File: config.mk
export PLATFORM = sky130hd
export DESIGN_NAME = instr_fetch
export DESIGN_NICKNAME = d
export VERILOG_FILES = /design/src/rtl/cpu_pkg.sv /design/src/rtl/fetch_fifo.sv /design/src/rtl/instr_fetch.sv
export SDC_FILE = /design/constraint.sdc
export NUM_CORES = 1
export LEC_CHECK = 0
export BUFFER_PORTS_ARGS = -buffer_cell sky130_fd_sc_hd__buf_2
export CAP_MARGIN = 40
export CORE_ASPECT_RATIO = 1.2
export CORE_UTILIZATION = 58
export DETAILED_ROUTE_END_ITERATION = 10
export PLACE_DENSITY = 0.82
export SLEW_MARGIN = 0
export SYNTH_ARGS = -nofsm -noshare
export SYNTH_HDL_FRONTEND = slang
export SYNTH_HIERARCHICAL = 1
export SYNTH_SLANG_ARGS = --single-unit
File: constraint.sdc
create_clock -name clk -period 3.6 [get_ports clk]
set_input_delay 0.54 -clock clk [delete_from_list [all_inputs] [get_ports clk]]
set_output_delay 0.54 -clock clk [all_outputs]
set_load 0.1 [all_outputs]
File: src/rtl/cpu_pkg.sv
// Shared CPU definitions: data width, the NOP encoding and the fetch FSM states.
package cpu_pkg;

    localparam int XLEN = 32;
    localparam logic [XLEN-1:0] NOP_INSTR = 32'h0000_0013;

    typedef enum logic [1:0] {
        ST_IDLE  = 2'd0,
        ST_RUN   = 2'd1,
        ST_DRAIN = 2'd2
    } fetch_state_e;

    function automatic logic [XLEN-1:0] word_align(input logic [XLEN-1:0] addr);
        return addr & ~XLEN'(3);
    endfunction

endpackage

File: src/rtl/fetch_fifo.sv
// Instruction buffer: synchronous FIFO with same-cycle head visibility and a
// flush that discards contents and any same-cycle push/pop.
module fetch_fifo #(
    parameter int WIDTH = 64,
    parameter int DEPTH = 4,
    localparam int AW = $clog2(DEPTH),
    localparam int CW = AW + 1
) (
    input  logic             clk,
    input  logic             rst,
    input  logic             flush_i,
    input  logic             push_i,
    input  logic [WIDTH-1:0] data_i,
    input  logic             pop_i,
    output logic [WIDTH-1:0] data_o,
    output logic             empty_o,
    output logic [CW-1:0]    count_o
);

    logic [WIDTH-1:0] mem_q [DEPTH];
    logic [AW-1:0]    wr_ptr_q;
    logic [AW-1:0]    rd_ptr_q;
    logic [CW-1:0]    count_q;
    logic             full;
    logic             do_push;
    logic             do_pop;

    assign empty_o = (count_q == '0);
    assign full    = (count_q == CW'(DEPTH));
    assign count_o = count_q;
    assign data_o  = mem_q[rd_ptr_q];
    assign do_push = push_i && !flush_i;
    assign do_pop  = pop_i && !empty_o && !flush_i;

    // DEPTH is a power of two, so the pointers wrap naturally.
    always_ff @(posedge clk or posedge rst) begin
        if (rst) begin
            wr_ptr_q <= '0;
            rd_ptr_q <= '0;
            count_q  <= '0;
        end else if (flush_i) begin
            wr_ptr_q <= '0;
            rd_ptr_q <= '0;
            count_q  <= '0;
        end else begin
            if (do_push) wr_ptr_q <= wr_ptr_q + 1'b1;
            if (do_pop)  rd_ptr_q <= rd_ptr_q + 1'b1;
            count_q <= count_q + CW'(do_push) - CW'(do_pop);
        end
    end

    always_ff @(posedge clk) begin
        if (do_push) mem_q[wr_ptr_q] <= data_i;
    end

    // The fetch credit scheme must make a push into a full buffer impossible.
    push_into_full_a: assert property (@(posedge clk) disable iff (rst)
        (push_i && !flush_i && full) |-> pop_i);

endmodule

File: src/rtl/instr_fetch.sv
// Instruction fetch front end: credit-limited request issue, in-order response
// buffering, and redirect handling that drains stale in-flight responses.
module instr_fetch
    import cpu_pkg::*;
#(
    parameter int               DEPTH    = 4,
    parameter logic [XLEN-1:0]  RESET_PC = 32'h0000_0000
) (
    input  logic            clk,
    input  logic            rst,
    output logic            imem_req,
    output logic [XLEN-1:0] imem_addr,
    input  logic            imem_gnt,
    input  logic            imem_rvalid,
    input  logic [XLEN-1:0] imem_rdata,
    input  logic            redirect_valid,
    input  logic [XLEN-1:0] redirect_pc,
    output logic            out_valid,
    input  logic            out_ready,
    output logic [XLEN-1:0] out_instr,
    output logic [XLEN-1:0] out_pc,
    output fetch_state_e    dbg_state_o
);

    localparam int CW = $clog2(DEPTH) + 1;

    fetch_state_e    state_q, state_d;
    logic [XLEN-1:0] fetch_pc_q, fetch_pc_d;
    logic [XLEN-1:0] resp_pc_q, resp_pc_d;
    logic [CW-1:0]   outstanding_q, outstanding_d;
    logic [CW-1:0]   stale_q, stale_d;

    logic            grant;
    logic            fifo_push;
    logic            fifo_pop;
    logic            fifo_empty;
    logic [CW-1:0]   fifo_count;
    logic [2*XLEN-1:0] fifo_rdata;
    logic [CW:0]     in_use;

    // Buffered plus in-flight entries never exceed DEPTH, so every response has a slot.
    assign in_use    = {1'b0, fifo_count} + {1'b0, outstanding_q};
    assign imem_req  = (state_q == ST_RUN) && (in_use < (CW+1)'(DEPTH));
    assign imem_addr = fetch_pc_q;
    assign grant     = imem_req && imem_gnt;

    assign out_valid   = !fifo_empty;
    assign out_instr   = fifo_empty ? NOP_INSTR : fifo_rdata[XLEN-1:0];
    assign out_pc      = fifo_empty ? resp_pc_q : fifo_rdata[2*XLEN-1:XLEN];
    assign fifo_pop    = out_valid && out_ready;
    assign dbg_state_o = state_q;

    always_comb begin
        fetch_pc_d    = fetch_pc_q;
        resp_pc_d     = resp_pc_q;
        stale_d       = stale_q;
        fifo_push     = 1'b0;
        outstanding_d = outstanding_q + CW'(grant) - CW'(imem_rvalid);

        if (redirect_valid) begin
            // A same-cycle grant becomes stale; a same-cycle response is dropped.
            fetch_pc_d = word_align(redirect_pc);
            resp_pc_d  = word_align(redirect_pc);
            stale_d    = outstanding_d;
        end else begin
            if (grant) fetch_pc_d = fetch_pc_q + 32'd4;
            if (imem_rvalid) begin
                if (stale_q != '0) begin
                    stale_d = stale_q - 1'b1;
                end else begin
                    fifo_push = 1'b1;
                    resp_pc_d = resp_pc_q + 32'd4;
                end
            end
        end
    end

    always_comb begin
        state_d = state_q;
        case (state_q)
            ST_IDLE:  state_d = ST_RUN;
            ST_RUN:   if (redirect_valid && stale_d != '0) state_d = ST_DRAIN;
            ST_DRAIN: if (stale_d == '0) state_d = ST_RUN;
            default:  state_d = ST_IDLE;
        endcase
    end

    always_ff @(posedge clk or posedge rst) begin
        if (rst) begin
            state_q       <= ST_IDLE;
            fetch_pc_q    <= RESET_PC;
            resp_pc_q     <= RESET_PC;
            outstanding_q <= '0;
            stale_q       <= '0;
        end else begin
            state_q       <= state_d;
            fetch_pc_q    <= fetch_pc_d;
            resp_pc_q     <= resp_pc_d;
            outstanding_q <= outstanding_d;
            stale_q       <= stale_d;
        end
    end

    fetch_fifo #(
        .WIDTH (2*XLEN),
        .DEPTH (DEPTH)
    ) u_fifo (
        .clk     (clk),
        .rst     (rst),
        .flush_i (redirect_valid),
        .push_i  (fifo_push),
        .data_i  ({resp_pc_q, imem_rdata}),
        .pop_i   (fifo_pop),
        .data_o  (fifo_rdata),
        .empty_o (fifo_empty),
        .count_o (fifo_count)
    );

endmodule

==> out/summary.txt, run 1 <==
Number of synthesized register bits -> 331
Layout cells sized above 1 -> 0.377
Post-Syn Instances -> 843
WP data required -> 3.06 ns
Ranking of synthesized cells by area -> edfxtp_1 53%, dfrtp_1 13%, mux4_2 10%
Crit path from -> u_fifo/rd_ptr_q[0]
Setup Buffers After CTS -> 0
Sequential share of the synthesized area -> 0.662
Area Growth Syn to Fin -> 16.2%
Num Clock Sinks -> 331
Post-synth EDFFs -> 256
Slew at the pin with the worst max-slew slack -> 0.822 ns
Hold path cells -> 1
WL met1 -> 11.8 mm
Hold crit path type -> input pin to flip-flop
Period utilization -> 0.935
Smallest hold slack -> 0.198 ns
CTS Root Cell -> clkbuf_16
Count leader, synth -> edfxtp_1
Antenna Cells -> 0
Post-DP HPWL -> 17.8 mm
Largest net degree at the start of global routing -> 72
Post-synth top area cell -> edfxtp_1
Die width -> 146 µm
Routed wire per std cell -> 20.9 µm
Avg Cell Area, Syn -> 17.1 µm²
Setup violations, final -> 0
Post-CTS Resized -> 0
Gp weighted congestion -> 0.859
Die Ht -> 175 µm
Post-synthesis xor/xnor area fraction -> 0.0353
Comb power frac -> 0.176
Initial detailed-routing violation count -> 448
Slew HR -> 0.452
Adder-Cell Fraction of Synth Area -> 0.0149
Number of global-route vias before repair -> 8284
Max-Cap Viols -> 0
FP Rows -> 62
Fmax -> 297 MHz
Placed standard-cell area -> 15700 µm²
Status -> finished clean
# IOs -> 170
Synthesized cell area -> 14500 µm²
Largest family of logic cells by synthesized area -> multiplexers
Ys flop type -> edfxtp_1
Max-slew violations -> 0
Setup TNS -> 0 ns
Met2 routed WL -> 14.7 mm
R2R Path Start -> u_fifo/count_o[2]
Top sig layer -> met4
Total gr overflow -> 0
Startpoint Class -> flip-flop
Clock share of power -> 0.353
Commonest cells in the netlist -> 256 x edfxtp_1, 75 x dfrtp_1, 69 x mux2_2
Net Switching -> 2.78 mW
Vias per inst -> 5.86
Fin worst setup slack -> 0.236 ns
Placed cell count -> 1322
Fin cells -> 1378
Peak supply drop -> 494 µV
CTS tree -> built
Post-place setup slack -> 0.499 ns
Worst clock skew -> 0.0163 ns
WL met3 -> 1.72 mm
Clock Latency Late Sink -> 0.56 ns
Sw frac -> 0.293
Simple-gate area share of the yosys netlist -> 0.0861
Area fraction in compound gates after synthesis -> 0.0199
Post-synthesis mux area share -> 0.156
Worst setup EP type -> output port
Detail Route Antenna Nets -> 0
Core footprint -> 24200 µm²
Port bufs -> 165
Worst Reg-to-Reg Cells -> 12
Nets -> 1122
H-tree Lvls -> 1
Final Hold Vio Count -> 0
Crit Path Max Fanout -> 30
Bufs on Longest Clock Path -> 3
Sequential Power Share -> 0.471
Number of CTS-inserted buffers -> 31
Initial antenna violation count -> 0
Design area -> 16800 µm²
Synth Warn # -> 6
GRT Total Usage -> 0.230
Count of cell types in the netlist -> 60
CP arrival -> 2.82 ns
DR vias -> 8075
Residual DRC -> 0
Final Util -> 0.694
Yosys top cell area share -> 0.532
Cts hold-fix bufs -> 1
Final Power -> 9.51 mW
Cell area power density -> 566 nW/µm²
Critical path type -> flip-flop to output port
Die footprint -> 25600 µm²
Clock transition at path regs -> 0.06 ns
Int Pwr -> 6.72 mW
Hold path start -> imem_rdata[10]
First-pass GRT wire length -> 45.2 mm
RSZ-0062 raised after global routing -> false
Drt pass-1 iters -> 5
Post-Route WL -> 28.8 mm
Static leakage -> 6.12 nW
Post-synth ARST share -> 0.227
Initial core utilization -> 0.597
Post-layout minimum cycle time -> 3.36 ns
-- logic make-up after synthesis --
| family | count (synthesis) |
|---|---|
| buffers and inverters | 65 |
| adder cells (fa/ha/maj) | 16 |
| AO/OA/AOI/OAI | 42 |
| flip-flops | 331 |
| AND/OR/NAND/NOR | 196 |
| XOR/XNOR | 55 |
| other | 1 |
| multiplexers | 137 |
-- sequential cells by signal, summed over array words and instances, names as in the netlist --
name and count:
u_fifo/wr_ptr_q 2, u_fifo/rd_ptr_q 2, u_fifo/mem_q 256, imem_addr 30, outstanding_q 3, stale_q 3, resp_pc_q 30, u_fifo/count_o 3
dbg_state_o 2
-- layer usage --
metal  track usage  vias up
li1              -     3635
met2         0.396      274
met3        0.0298       35
met1         0.311     4131
met5             0        -
met4        0.0603        0
-- critical path, stage by stage (launching register included) --
cell and delay (ns):
dfrtp_4 0.79, buf_4 0.36, mux4_2 0.54, or2_2 0.28, buf_2 0.29
-- layout by cell type, fill, tap and decap left out, types with 6 or more instances in the layout --
cell type / netlist / layout
a21oi_1: 10 / 10
inv_1: 24 / 23
nand3_1: 19 / 19
buf_4: 7 / 21
conb_1: 1 / 10
mux4_2: 64 / 64
a21boi_0: 8 / 8
xor2_1: 25 / 25
and3_1: 11 / 11
a31oi_1: 6 / 6
nand2b_1: 7 / 7
xnor2_1: 28 / 28
nand4_1: 19 / 19
edfxtp_1: 256 / 256
nor2_1: 24 / 24
buf_2: 7 / 165
nor4_1: 9 / 9
nor2b_1: 40 / 40
nand2_1: 19 / 19
dfrtp_1: 75 / 73
clkbuf_16: 0 / 35
nor3_1: 15 / 14
ha_1: 14 / 14
mux2_2: 69 / 69
-- power groups by stage --
| stage | Sequential (mW) | Clock, mW | Combinational [mW] |
|---|---|---|---|
| 3_3_place_gp | 4.54 | 0 | 1.64 |
| 6_report | 4.48 | 3.36 | 1.67 |
| 2_1_floorplan | 4.85 | 0 | 1.01 |
| 5_1_grt | 4.50 | 3.56 | 1.76 |
| 3_5_place_dp | 4.55 | 0 | 1.66 |
| 4_1_cts | 4.48 | 3.42 | 1.67 |
-- final timing paths --
check | to | slack (ns)
min in group asynchronous | u_fifo/rd_ptr_q[1] | 0.49
max in group asynchronous | resp_pc_q[12] | 2.55
max reg2reg | dbg_state_o[1] | 0.43
min | u_fifo/mem_q[1][10] | 0.20
min reg2reg | dbg_state_o[0] | 0.55
max | out_instr[4] | 0.24
-- final cells by class --
class                           count  area, µm²
Tap cell                          320        400
Fill cell                        1612       7410
Timing Repair Buffer              191       1080
Clock buffer                       42        952
Inverter                           25       93.8
Clock inverter                     13        130
Multi-Input combinational cell    456       4560
Sequential cell                   331       9570
No activity file was read; power rests on OpenSTA's default activity.
==> inputs of run 2 (changes only) <==
- CORE_UTILIZATION: 58 -> 56
- PLACE_DENSITY: 0.82 -> 0.8
==> out/summary.txt, run 2 (same netlist as run 1, synthesis figures left out) <==
Post-layout minimum cycle time -> 3.24 ns (was 3.36 ns)
Post-CTS Resized -> 0 (unchanged)
Slew HR -> 0.446 (was 0.452)
Die footprint -> 26500 µm² (was 25600 µm²)
Number of global-route vias before repair -> 8051 (was 8284)
Fill cells -> 1710 (was 1612)
Crit Path Max Fanout -> 18 (was 30)
WP data required -> 3.06 ns (about the same)
Max-slew violations -> 0 (unchanged)
Num Clock Sinks -> 331 (unchanged)
DR vias -> 7959 (was 8075)
Hold crit path type -> input pin to flip-flop (unchanged)
Detail Route Antenna Nets -> 0 (unchanged)
Startpoint Class -> flip-flop (unchanged)
Slew at the pin with the worst max-slew slack -> 0.831 ns (was 0.822 ns)
RSZ-0062 raised after global routing -> false (unchanged)
Largest net degree at the start of global routing -> 72 (unchanged)
Placed standard-cell area -> 15800 µm² (was 15700 µm²)
Hold path cells -> 1 (unchanged)
Post-place setup slack -> 0.449 ns (was 0.499 ns)
Fin cells -> 1391 (was 1378)
Worst Reg-to-Reg Cells -> 12 (unchanged)
Hold Path End -> u_fifo/mem_q[1][9] (was u_fifo/mem_q[1][10])
Setup violations, final -> 0 (unchanged)
Cts hold-fix bufs -> 1 (unchanged)
Worst setup EP type -> output port (unchanged)
Port bufs -> 165 (unchanged)
Clock transition at path regs -> 0.06 ns (about the same)
CP arrival -> 2.70 ns (was 2.82 ns)
CTS tree -> built (unchanged)
Cell area power density -> 563 nW/µm² (was 566 nW/µm²)
Status -> finished clean (unchanged)
Most common cell after layout, fill and taps aside -> edfxtp_1 (unchanged)
Fin worst setup slack -> 0.362 ns (was 0.236 ns)
First-pass GRT wire length -> 44.2 mm (was 45.2 mm)
Placed cell count -> 1332 (was 1322)
Residual DRC -> 0 (unchanged)
Peak supply drop -> 525 µV (was 494 µV)
Setup TNS -> 0 ns (unchanged)
Vias per inst -> 5.72 (was 5.86)
Nets -> 1122 (unchanged)
Static leakage -> 6.09 nW (was 6.12 nW)
Period utilization -> 0.899 (was 0.935)
Post-Route WL -> 28.4 mm (was 28.8 mm)
Total gr overflow -> 0 (unchanged)
GRT Total Usage -> 0.221 (was 0.230)
Gp weighted congestion -> 0.934 (was 0.859)
Max-Cap Viols -> 0 (unchanged)
Biggest register -> u_fifo/mem_q (unchanged)
Die width -> 149 µm (was 146 µm)
Number of CTS-inserted buffers -> 31 (unchanged)
Initial detailed-routing violation count -> 520 (was 448)
Routed wire per std cell -> 20.4 µm (was 20.9 µm)
Post-DP HPWL -> 18.6 mm (was 17.8 mm)
Critical path type -> flip-flop to output port (unchanged)
R2R Path Start -> u_fifo/count_o[2] (unchanged)
Worst clock skew -> 0.0181 ns (was 0.0163 ns)
Design area -> 16800 µm² (about the same)
Core footprint -> 25400 µm² (was 24200 µm²)
CTS Root Cell -> clkbuf_16 (unchanged)
Final Power -> 9.47 mW (was 9.51 mW)
Reg2reg end -> dbg_state_o[1] (unchanged)
Fmax -> 309 MHz (was 297 MHz)
Bufs on Longest Clock Path -> 3 (unchanged)
# IOs -> 170 (unchanged)
Setup Buffers After CTS -> 0 (unchanged)
Die Ht -> 178 µm (was 175 µm)
Initial antenna violation count -> 1 (was 0)
Max reg flops -> 256 (unchanged)
Initial core utilization -> 0.569 (was 0.597)
Clock Latency Late Sink -> 0.55 ns (was 0.56 ns)
Hold path start -> imem_rdata[9] (was imem_rdata[10])
Area Growth Syn to Fin -> 16.5% (was 16.2%)
Layout cells sized above 1 -> 0.369 (was 0.377)
FP Rows -> 64 (was 62)
Commonest non-fill, non-tap cells in the layout -> 256 x edfxtp_1, 165 x buf_2, 73 x dfrtp_1 (unchanged)
Antenna Cells -> 0 (unchanged)
Drt pass-1 iters -> 4 (was 5)
Final Hold Vio Count -> 0 (unchanged)
H-tree Lvls -> 1 (unchanged)
Reg2Reg Setup Slack -> 0.37 ns (was 0.43 ns)
==> run 2: cell types whose count changed in the layout (fill, tap and decap cells not counted), moves of 3 or more <==
| cell | change |
|---|---|
| clkbuf_1 | +10 |
| buf_12 | +7 |
| buf_4 | -6 |
| clkbuf_16 | -4 |
| clkbuf_8 | -4 |
| bufinv_16 | +3 |
==> run 2: layout make-up <==
cell class	count	area, µm²	share of cell area
Inverter	25	93.8	0.00558
Sequential cell	331	9570	0.569
Multi-Input combinational cell	456	4560	0.271
Clock inverter	14	205	0.0122
Tap cell	330	413	0.0245
Timing Repair Buffer	191	1150	0.0683
Clock buffer	44	835	0.0496
==> run 2: critical path: stages (launching register included) <==
cell	delay, ns
dfrtp_4	0.59
buf_4	0.42
mux4_2	0.57
mux2_2	0.27
buf_2	0.29
==> run 2: worst max path at each step <==
stage,cells after the start,endpoint,startpoint,slack (ns)
final,4,out_pc[6],u_fifo/rd_ptr_q[0],0.36
after global routing,12,dbg_state_o[1],u_fifo/count_o[2],0.20
after CTS,4,out_pc[6],u_fifo/rd_ptr_q[0],0.28
after detailed placement,12,dbg_state_o[1],u_fifo/count_o[2],0.45
after global placement,12,dbg_state_o[1],u_fifo/count_o[2],0.56
after floorplan,11,dbg_state_o[1],dbg_state_o[0],0.25
==> run 2: power breakdown <==
group	switching [mW]	internal (mW)
Clock	1.34	1.97
Combinational	1.24	0.441
Sequential	0.189	4.29
Total	2.77	6.70
==> run 2: stage by stage <==
stage          hold slack, ns   util
2_1_floorplan           0.343      -
3_3_place_gp            0.508  0.621
3_5_place_dp            0.517  0.622
4_1_cts                 0.182  0.663
5_1_grt                 0.184  0.663
6_report                0.197  0.663
==> run 2: layer usage <==
metal	track usage	share of wire	routed length, µm
met1	0.293	0.41	11600
met2	0.387	0.52	14700
met3	0.0290	0.059	1670
met4	0.0528	0.016	441
met5	0	0.00046	13
